`config.mk`:
```
export PLATFORM = sky130hd
export DESIGN_NAME = multi_turn_timer
export DESIGN_NICKNAME = d
export VERILOG_FILES = /design/src/rtl/chess_pkg.sv /design/src/rtl/btn_edge_arb.sv /design/src/rtl/multi_turn_timer.sv
export SDC_FILE = /design/constraint.sdc
export NUM_CORES = 1
export LEC_CHECK = 0
export ABC_AREA = 1
export ABC_CLOCK_PERIOD_IN_PS = 3500
export CAP_MARGIN = 20
export CORE_UTILIZATION = 45
export CTS_CLUSTER_DIAMETER = 150
export DETAILED_ROUTE_END_ITERATION = 16
export PLACE_DENSITY = 0.75
export RECOVER_POWER = 100
export SETUP_SLACK_MARGIN = 0.4
export SLEW_MARGIN = 30
export SYNTH_ARGS = -nofsm -noshare
export SYNTH_HDL_FRONTEND = slang
export SYNTH_HIERARCHICAL = 1
export SYNTH_SLANG_ARGS = --single-unit
```
`constraint.sdc`:
```
create_clock -name clk -period 3.5 [get_ports clk]
set_clock_uncertainty 0.15 [all_clocks]
set_input_delay 0.7 -clock clk [delete_from_list [all_inputs] [get_ports clk]]
set_output_delay 0.7 -clock clk [all_outputs]
set_load 0.005 [all_outputs]
```
`src/rtl/chess_pkg.sv`:
```
// Shared types and default timing constants for the chess-clock datapath.
// Used by the turn timer and the setup menu block.
package chess_pkg;

    typedef enum logic [1:0] {
        IDLE,
        RUN,
        PAUSED,
        TIMEOUT
    } state_t;

    localparam int DEF_CNT_W       = 9;
    localparam int DEF_LIMIT_SHORT = 100;
    localparam int DEF_LIMIT_LONG  = 300;
    localparam int DEF_WARN_LEAD   = 50;
    localparam int DEF_WARN_LEN    = 2;
    localparam int DEF_FLASH_BIT   = 1;

endpackage

```
`src/rtl/btn_edge_arb.sv`:
```
// Rising-edge detector and lowest-index arbiter for a bank of buttons.
// Emits a registered single-cycle event plus the winning index.
module btn_edge_arb #(
    parameter int N  = 2,
    parameter int IW = 1
) (
    input  logic          clk,
    input  logic          rst,
    input  logic [N-1:0]  btn,
    output logic          ev_valid,
    output logic [IW-1:0] ev_idx
);

    logic [N-1:0]  btn_q;
    logic          armed;
    logic [N-1:0]  rise;
    logic          hit;
    logic [IW-1:0] idx;

    // Edges are masked on the first clock after reset so that a button
    // held through reset loads the history without firing.
    always_comb begin
        rise = btn & ~btn_q & {N{armed}};
        hit  = 1'b0;
        idx  = '0;
        for (int i = N - 1; i >= 0; i--) begin
            if (rise[i]) begin
                hit = 1'b1;
                idx = IW'(i);
            end
        end
    end

    // Button history and registered event.
    always_ff @(posedge clk or posedge rst) begin
        if (rst) begin
            btn_q    <= '0;
            armed    <= 1'b0;
            ev_valid <= 1'b0;
            ev_idx   <= '0;
        end else begin
            btn_q    <= btn;
            armed    <= 1'b1;
            ev_valid <= hit;
            ev_idx   <= idx;
        end
    end

endmodule

```
`src/rtl/multi_turn_timer.sv`:
```
// N-player turn timer: counts ticks for the active player, flashes a
// warning, then latches buzzer/display timeout and a history bit.
module multi_turn_timer
    import chess_pkg::*;
#(
    parameter int NUM_PLAYERS = 2,
    parameter int PW          = (NUM_PLAYERS > 1) ? $clog2(NUM_PLAYERS) : 1,
    parameter int CNT_W       = DEF_CNT_W,
    parameter int LIMIT_SHORT = DEF_LIMIT_SHORT,
    parameter int LIMIT_LONG  = DEF_LIMIT_LONG,
    parameter int WARN_LEAD   = DEF_WARN_LEAD,
    parameter int WARN_LEN    = DEF_WARN_LEN,
    parameter int FLASH_BIT   = DEF_FLASH_BIT
) (
    input  logic                   clk,
    input  logic                   rst,
    input  logic                   tick,
    input  logic [NUM_PLAYERS-1:0] btn,
    input  logic                   scale,
    input  logic                   pause,
    output logic [PW-1:0]          active,
    output logic [NUM_PLAYERS-1:0] active_oh,
    output logic [CNT_W-1:0]       cnt_dis,
    output logic                   led,
    output logic                   buzz_en,
    output logic                   seg_en,
    output logic [NUM_PLAYERS-1:0] timed_out
);

    if (NUM_PLAYERS < 2 || NUM_PLAYERS > 8) begin : g_bad_np
        $error("NUM_PLAYERS must be 2..8");
    end
    if (LIMIT_LONG >= (1 << CNT_W)) begin : g_bad_long
        $error("LIMIT_LONG does not fit in CNT_W bits");
    end
    if (WARN_LEAD + WARN_LEN > LIMIT_SHORT) begin : g_bad_warn
        $error("warning window exceeds LIMIT_SHORT");
    end

    localparam logic [CNT_W-1:0] L_SHORT = CNT_W'(LIMIT_SHORT);
    localparam logic [CNT_W-1:0] L_LONG  = CNT_W'(LIMIT_LONG);
    localparam logic [CNT_W-1:0] W_LEAD  = CNT_W'(WARN_LEAD);
    localparam logic [CNT_W-1:0] W_LEN   = CNT_W'(WARN_LEN);

    state_t                   state_q, state_d;
    logic [CNT_W-1:0]         cnt_q, cnt_d;
    logic [PW-1:0]            active_q, active_d;
    logic                     scale_q, scale_d;
    logic                     led_en_q, led_en_d;
    logic                     buzz_q, buzz_d;
    logic                     seg_q, seg_d;
    logic [NUM_PLAYERS-1:0]   to_q, to_d;

    logic                     ev_valid;
    logic [PW-1:0]            ev_idx;
    logic [CNT_W-1:0]         lim, warn_on, warn_off, cnt_inc;

    btn_edge_arb #(
        .N  (NUM_PLAYERS),
        .IW (PW)
    ) u_arb (
        .clk      (clk),
        .rst      (rst),
        .btn      (btn),
        .ev_valid (ev_valid),
        .ev_idx   (ev_idx)
    );

    // Limit follows the scale latched at turn start, not the live input.
    always_comb begin
        lim      = scale_q ? L_LONG : L_SHORT;
        warn_on  = lim - W_LEAD;
        warn_off = warn_on + W_LEN;
        cnt_inc  = cnt_q + CNT_W'(1);
    end

    // Next-state logic; a button event overrides tick and pause.
    always_comb begin
        state_d  = state_q;
        cnt_d    = cnt_q;
        active_d = active_q;
        scale_d  = scale_q;
        led_en_d = led_en_q;
        buzz_d   = buzz_q;
        seg_d    = seg_q;
        to_d     = to_q;
        if (ev_valid) begin
            state_d  = RUN;
            cnt_d    = '0;
            active_d = ev_idx;
            scale_d  = scale;
            led_en_d = 1'b0;
            buzz_d   = 1'b0;
            seg_d    = 1'b0;
        end else begin
            unique case (state_q)
                RUN: begin
                    if (pause) begin
                        state_d = PAUSED;
                    end else if (tick) begin
                        cnt_d = cnt_inc;
                        if (cnt_inc == warn_on)
                            led_en_d = 1'b1;
                        if (cnt_inc == warn_off)
                            led_en_d = 1'b0;
                        if (cnt_inc == lim) begin
                            led_en_d       = 1'b1;
                            buzz_d         = 1'b1;
                            seg_d          = 1'b1;
                            to_d[active_q] = 1'b1;
                            state_d        = TIMEOUT;
                        end
                    end
                end
                PAUSED: begin
                    if (!pause)
                        state_d = RUN;
                end
                IDLE, TIMEOUT: begin
                end
            endcase
        end
    end

    // State and datapath registers.
    always_ff @(posedge clk or posedge rst) begin
        if (rst) begin
            state_q  <= IDLE;
            cnt_q    <= '0;
            active_q <= '0;
            scale_q  <= 1'b0;
            led_en_q <= 1'b0;
            buzz_q   <= 1'b0;
            seg_q    <= 1'b0;
            to_q     <= '0;
        end else begin
            state_q  <= state_d;
            cnt_q    <= cnt_d;
            active_q <= active_d;
            scale_q  <= scale_d;
            led_en_q <= led_en_d;
            buzz_q   <= buzz_d;
            seg_q    <= seg_d;
            to_q     <= to_d;
        end
    end

    // One-hot view of the active player, blank while idle.
    always_comb begin
        active_oh = '0;
        if (state_q != IDLE)
            active_oh[active_q] = 1'b1;
    end

    assign active    = active_q;
    assign cnt_dis   = cnt_q;
    assign led       = led_en_q & cnt_q[FLASH_BIT];
    assign buzz_en   = buzz_q;
    assign seg_en    = seg_q;
    assign timed_out = to_q;

endmodule

```
==> results by stage <==
Critical path:
- The worst setup path is launched from a flip-flop.
- The element type at the critical path end is a primary output.
- The startpoint of the worst register-to-register path is cnt_dis[1].
- At the worst endpoint, the required time is 2.65 ns.
- The highest fanout seen on the critical path is 5.
- The number of cells on the worst reg-to-reg path is 14.
- The launching element of the worst setup path is state_q[1].
- In this run the critical register-to-register path is captured at led_en_q.
- The setup slack of the most critical reg-to-reg path is 1.34 ns.
- In this run the worst setup path terminates at active_oh[1].
- STA puts the critical path data arrival time at approximately 1.6 ns.
- The setup path with the least slack is of type flip-flop to primary output.

Global routing:
- The total grt overflow is 0.
- For this run, the total global-route usage over all layers was measured as between 20% and 30%.
- The first global-routing pass estimated 4.28 mm of wire.
- The most heavily used metal layer in global routing is met2.
- Entering global routing, the biggest net connects 18 pins.
- The met2 track demand over resource in global routing is 33.9%.
- The met3 capacity usage during global routing is 3.28%.
- The via count of the first global-routing pass is around 1000.
- For met1 alone, demand over resource in global routing was 24.9%.
- The initial antenna violation count is 0.

Logic synthesis:
- In the synthesized netlist, the number of instances is approximately 170.
- The number of nets in the synthesized netlist is 183.
- Dividing the synthesized area by the synthesized cell count gives 7.28 um^2.
- For this run, the register share of the synthesized area comes to a little over two fifths.
- The count of warnings emitted by yosys is 6.
- The netlist area before placement is 1260 um^2.
- The count of different cell masters after synthesis is 21.
- The flip-flop and latch count after synthesis is 22.

Placed design:
- The instance count after placement with tap cells included is between 200 and 250.
- At the end of routability-driven placement, the weighted congestion stood at ~0.9.
- The count of input and output buffers is 23.
- The total placed instance area is 1510 um^2.
- The half-perimeter wire length of the detailed placement result is 2.13 mm.

Run status:
- The flow ran to the end, and the final reports show no timing, DRC or antenna violations.

Routing:
- In the routed layout, each cell is associated on average with a via count of 5.13.
- The number of vias after detailed routing is 1170.
- The routed design has 2.74 mm of wire.
- After the first detailed-routing iteration, the DRC count stood at 26.
- In the routed design, unresolved DRC markers number 0.
- The first-pass iteration count of the detailed router is 4.
- After detailed routing, the average wire length per cell comes to 12.0 um.
- The number of nets still failing antenna checks after routing is 0.

STA:
- The final-report setup violation count is 0.
- The final number of hold-violating endpoints is 0.
- The highest achievable clock rate is 412 MHz.
- The worst path in the final design needs a cycle of roughly 2.4 ns, including I/O delays and setup.
- The worst pin sits at a relative slew slack of 57.2%.
- After routing, the total negative slack on setup checks comes to 0 ns.
- Setup repair after global routing left no endpoint under its margin.
- For the pin with the worst max-slew slack, the measured transition is 0.642 ns.
- The final count of pins violating max slew is 0.
- The period utilization is 69.3%.

Final layout:
- In the layout the commonest cells are sky130_fd_sc_hd__nand2_1 (51), sky130_fd_sc_hd__inv_1 (26), sky130_fd_sc_hd__nand3_1 (22), sky130_fd_sc_hd__dfrtp_1 (22), sky130_fd_sc_hd__dlygate4sd3_1 (22).
- The layout overhead on the synthesized area is 23.3%.
- The repair_antennas step left the layout with diodes totalling 0.
- The finished layout holds 228 standard cells, fillers aside.
- The final layout contains 209 nets.
- After routing the design area is 1550 um^2.
- The most common cell after layout, fill and taps aside is sky130_fd_sc_hd__nand2_1.
- The fraction of final layout cells with drive strength greater than 1 is 5.56%.

Clocking:
- The clock edge transition at the registers on the reported setup and hold paths is 0.13 ns.
- For this design, the CTS-stage hold fixing added 0 buffers.
- In this run the number of H-tree levels came out at 1.
- The TritonCTS clock tree is done.
- In this run the deepest clock path goes through 2 buffers.
- The clock net in this run drives a total of 22 sinks.
- The number of buffers added for setup after CTS is 0.
- The clock reaches the later pin of the worst-skew pair after 0.32 ns.
- The cell at the root of the clock tree is sky130_fd_sc_hd__clkbuf_4.
- Post-CTS repair changed the size of 0 cells.
- TritonCTS created 3 clock buffers.

Worst hold path:
- The path class of the lowest-slack min-delay path is flip-flop to flip-flop.

Power and ir drop:
- The worst ir drop on vdd is between 0.0003 and 0.0004 V.
- The total power divided by cell area is 446 nW/um^2.
- The static power due to leakage is 0.000804 uW.
- The total power draw is 694 uW.

Die:
- The floorplan die area is about 3000 um^2.
- The area of the core region is around 2600 um^2.
- In this run the vertical extent of the chip is around 55 um.
- The effective utilization at floorplan is 49.1%.
- In this run the horizontal extent of the chip is roughly 55 um.
- The number of ports placed on the die boundary is 24.
- The total number of placement rows is 18.

Job:
- The tool flagged a number of max-cap violations equal to 0.
-- state kept, by name (all words and copies together) (netlist names) --
name and count:
active 1, cnt_dis 9, led_en_q 1, scale_q 1, seg_en 1, state_q 2
timed_out 2, u_arb/armed 1, u_arb/btn_q 2, u_arb/ev_idx 1, u_arb/ev_valid 1
-- synth_stat cells --
cell	count	share of area [%]
sky130_fd_sc_hd__ha_1	3	3.0
sky130_fd_sc_hd__a21oi_1	4	1.6
sky130_fd_sc_hd__nor2_1	11	3.3
sky130_fd_sc_hd__nor2_2	4	2.0
sky130_fd_sc_hd__nand3b_1	1	0.60
sky130_fd_sc_hd__nand2_1	50	15
sky130_fd_sc_hd__o21bai_1	3	1.8
sky130_fd_sc_hd__nand4_1	1	0.50
sky130_fd_sc_hd__inv_1	26	7.7
sky130_fd_sc_hd__conb_1	1	0.30
sky130_fd_sc_hd__buf_6	1	0.89
sky130_fd_sc_hd__nand3_1	22	8.7
sky130_fd_sc_hd__nand2_2	2	0.99
sky130_fd_sc_hd__nor2_4	1	0.89
sky130_fd_sc_hd__nor3_1	2	0.79
sky130_fd_sc_hd__dfrtp_1	22	44
sky130_fd_sc_hd__o22ai_1	5	2.5
sky130_fd_sc_hd__o211ai_1	2	1.2
sky130_fd_sc_hd__inv_2	3	0.89
sky130_fd_sc_hd__buf_4	1	0.60
sky130_fd_sc_hd__o21ai_0	8	3.2
-- stage by stage --
step           hold WS [ns]  worst slack (ns)  utilization (%)
2_1_floorplan         0.280              1.73                -
3_3_place_gp          0.290              1.26             58.8
3_5_place_dp          0.313              1.22             58.8
4_1_cts               0.343              1.13             60.8
5_1_grt               0.355             0.995             60.5
6_report              0.337              1.07             60.5
-- per-layer routing --
metal,vias to the layer above,routed length [um],share of wire (%)
li1,594,-,-
met1,541,1270,46
met2,28,1330,48
met3,7,85,3.1
met4,0,60,2.2
met5,-,0,0
-- area by class of cell --
class,count,area [um^2]
Clock buffer,3,22.5
Clock inverter,1,30.0
Fill cell,232,1010
Inverter,29,109
Multi-Input combinational cell,120,574
Sequential cell,22,551
Tap cell,30,37.5
Timing Repair Buffer,23,230
-- cell families after synthesis --
kind of cell | after synthesis | share of synthesized area, %
simple gates | 94 | 32.7
other cells | 1 | 0.298
fa+ha+maj | 3 | 2.98
flops | 22 | 43.7
buf+inv | 31 | 10.1
compound gates | 22 | 10.2
-- where the power goes --
group,switching (uW),internal [uW],leakage (uW)
Combinational,101,71.4,0.000486
Clock,84.6,116,0.0000279
Sequential,35.3,285,0.000290
Total,221,472,0.000804
-- worst min path at each step --
stage                  from           end  depth (start not counted)
6_report       u_arb/ev_idx        active                          2
5_1_grt        timed_out[1]  timed_out[1]                          1
3_3_place_gp   u_arb/ev_idx        active                          2
3_5_place_dp   u_arb/ev_idx        active                          2
4_1_cts        u_arb/ev_idx        active                          2
2_1_floorplan  u_arb/ev_idx        active                          2
-- worst max-delay path: stages (launching register included) --
cell	delay, ns
sky130_fd_sc_hd__dfrtp_1	0.44
sky130_fd_sc_hd__inv_1	0.11
sky130_fd_sc_hd__a21oi_1	0.13
sky130_fd_sc_hd__dlygate4sd3_1	0.58
(Power assumes the default switching activity.)
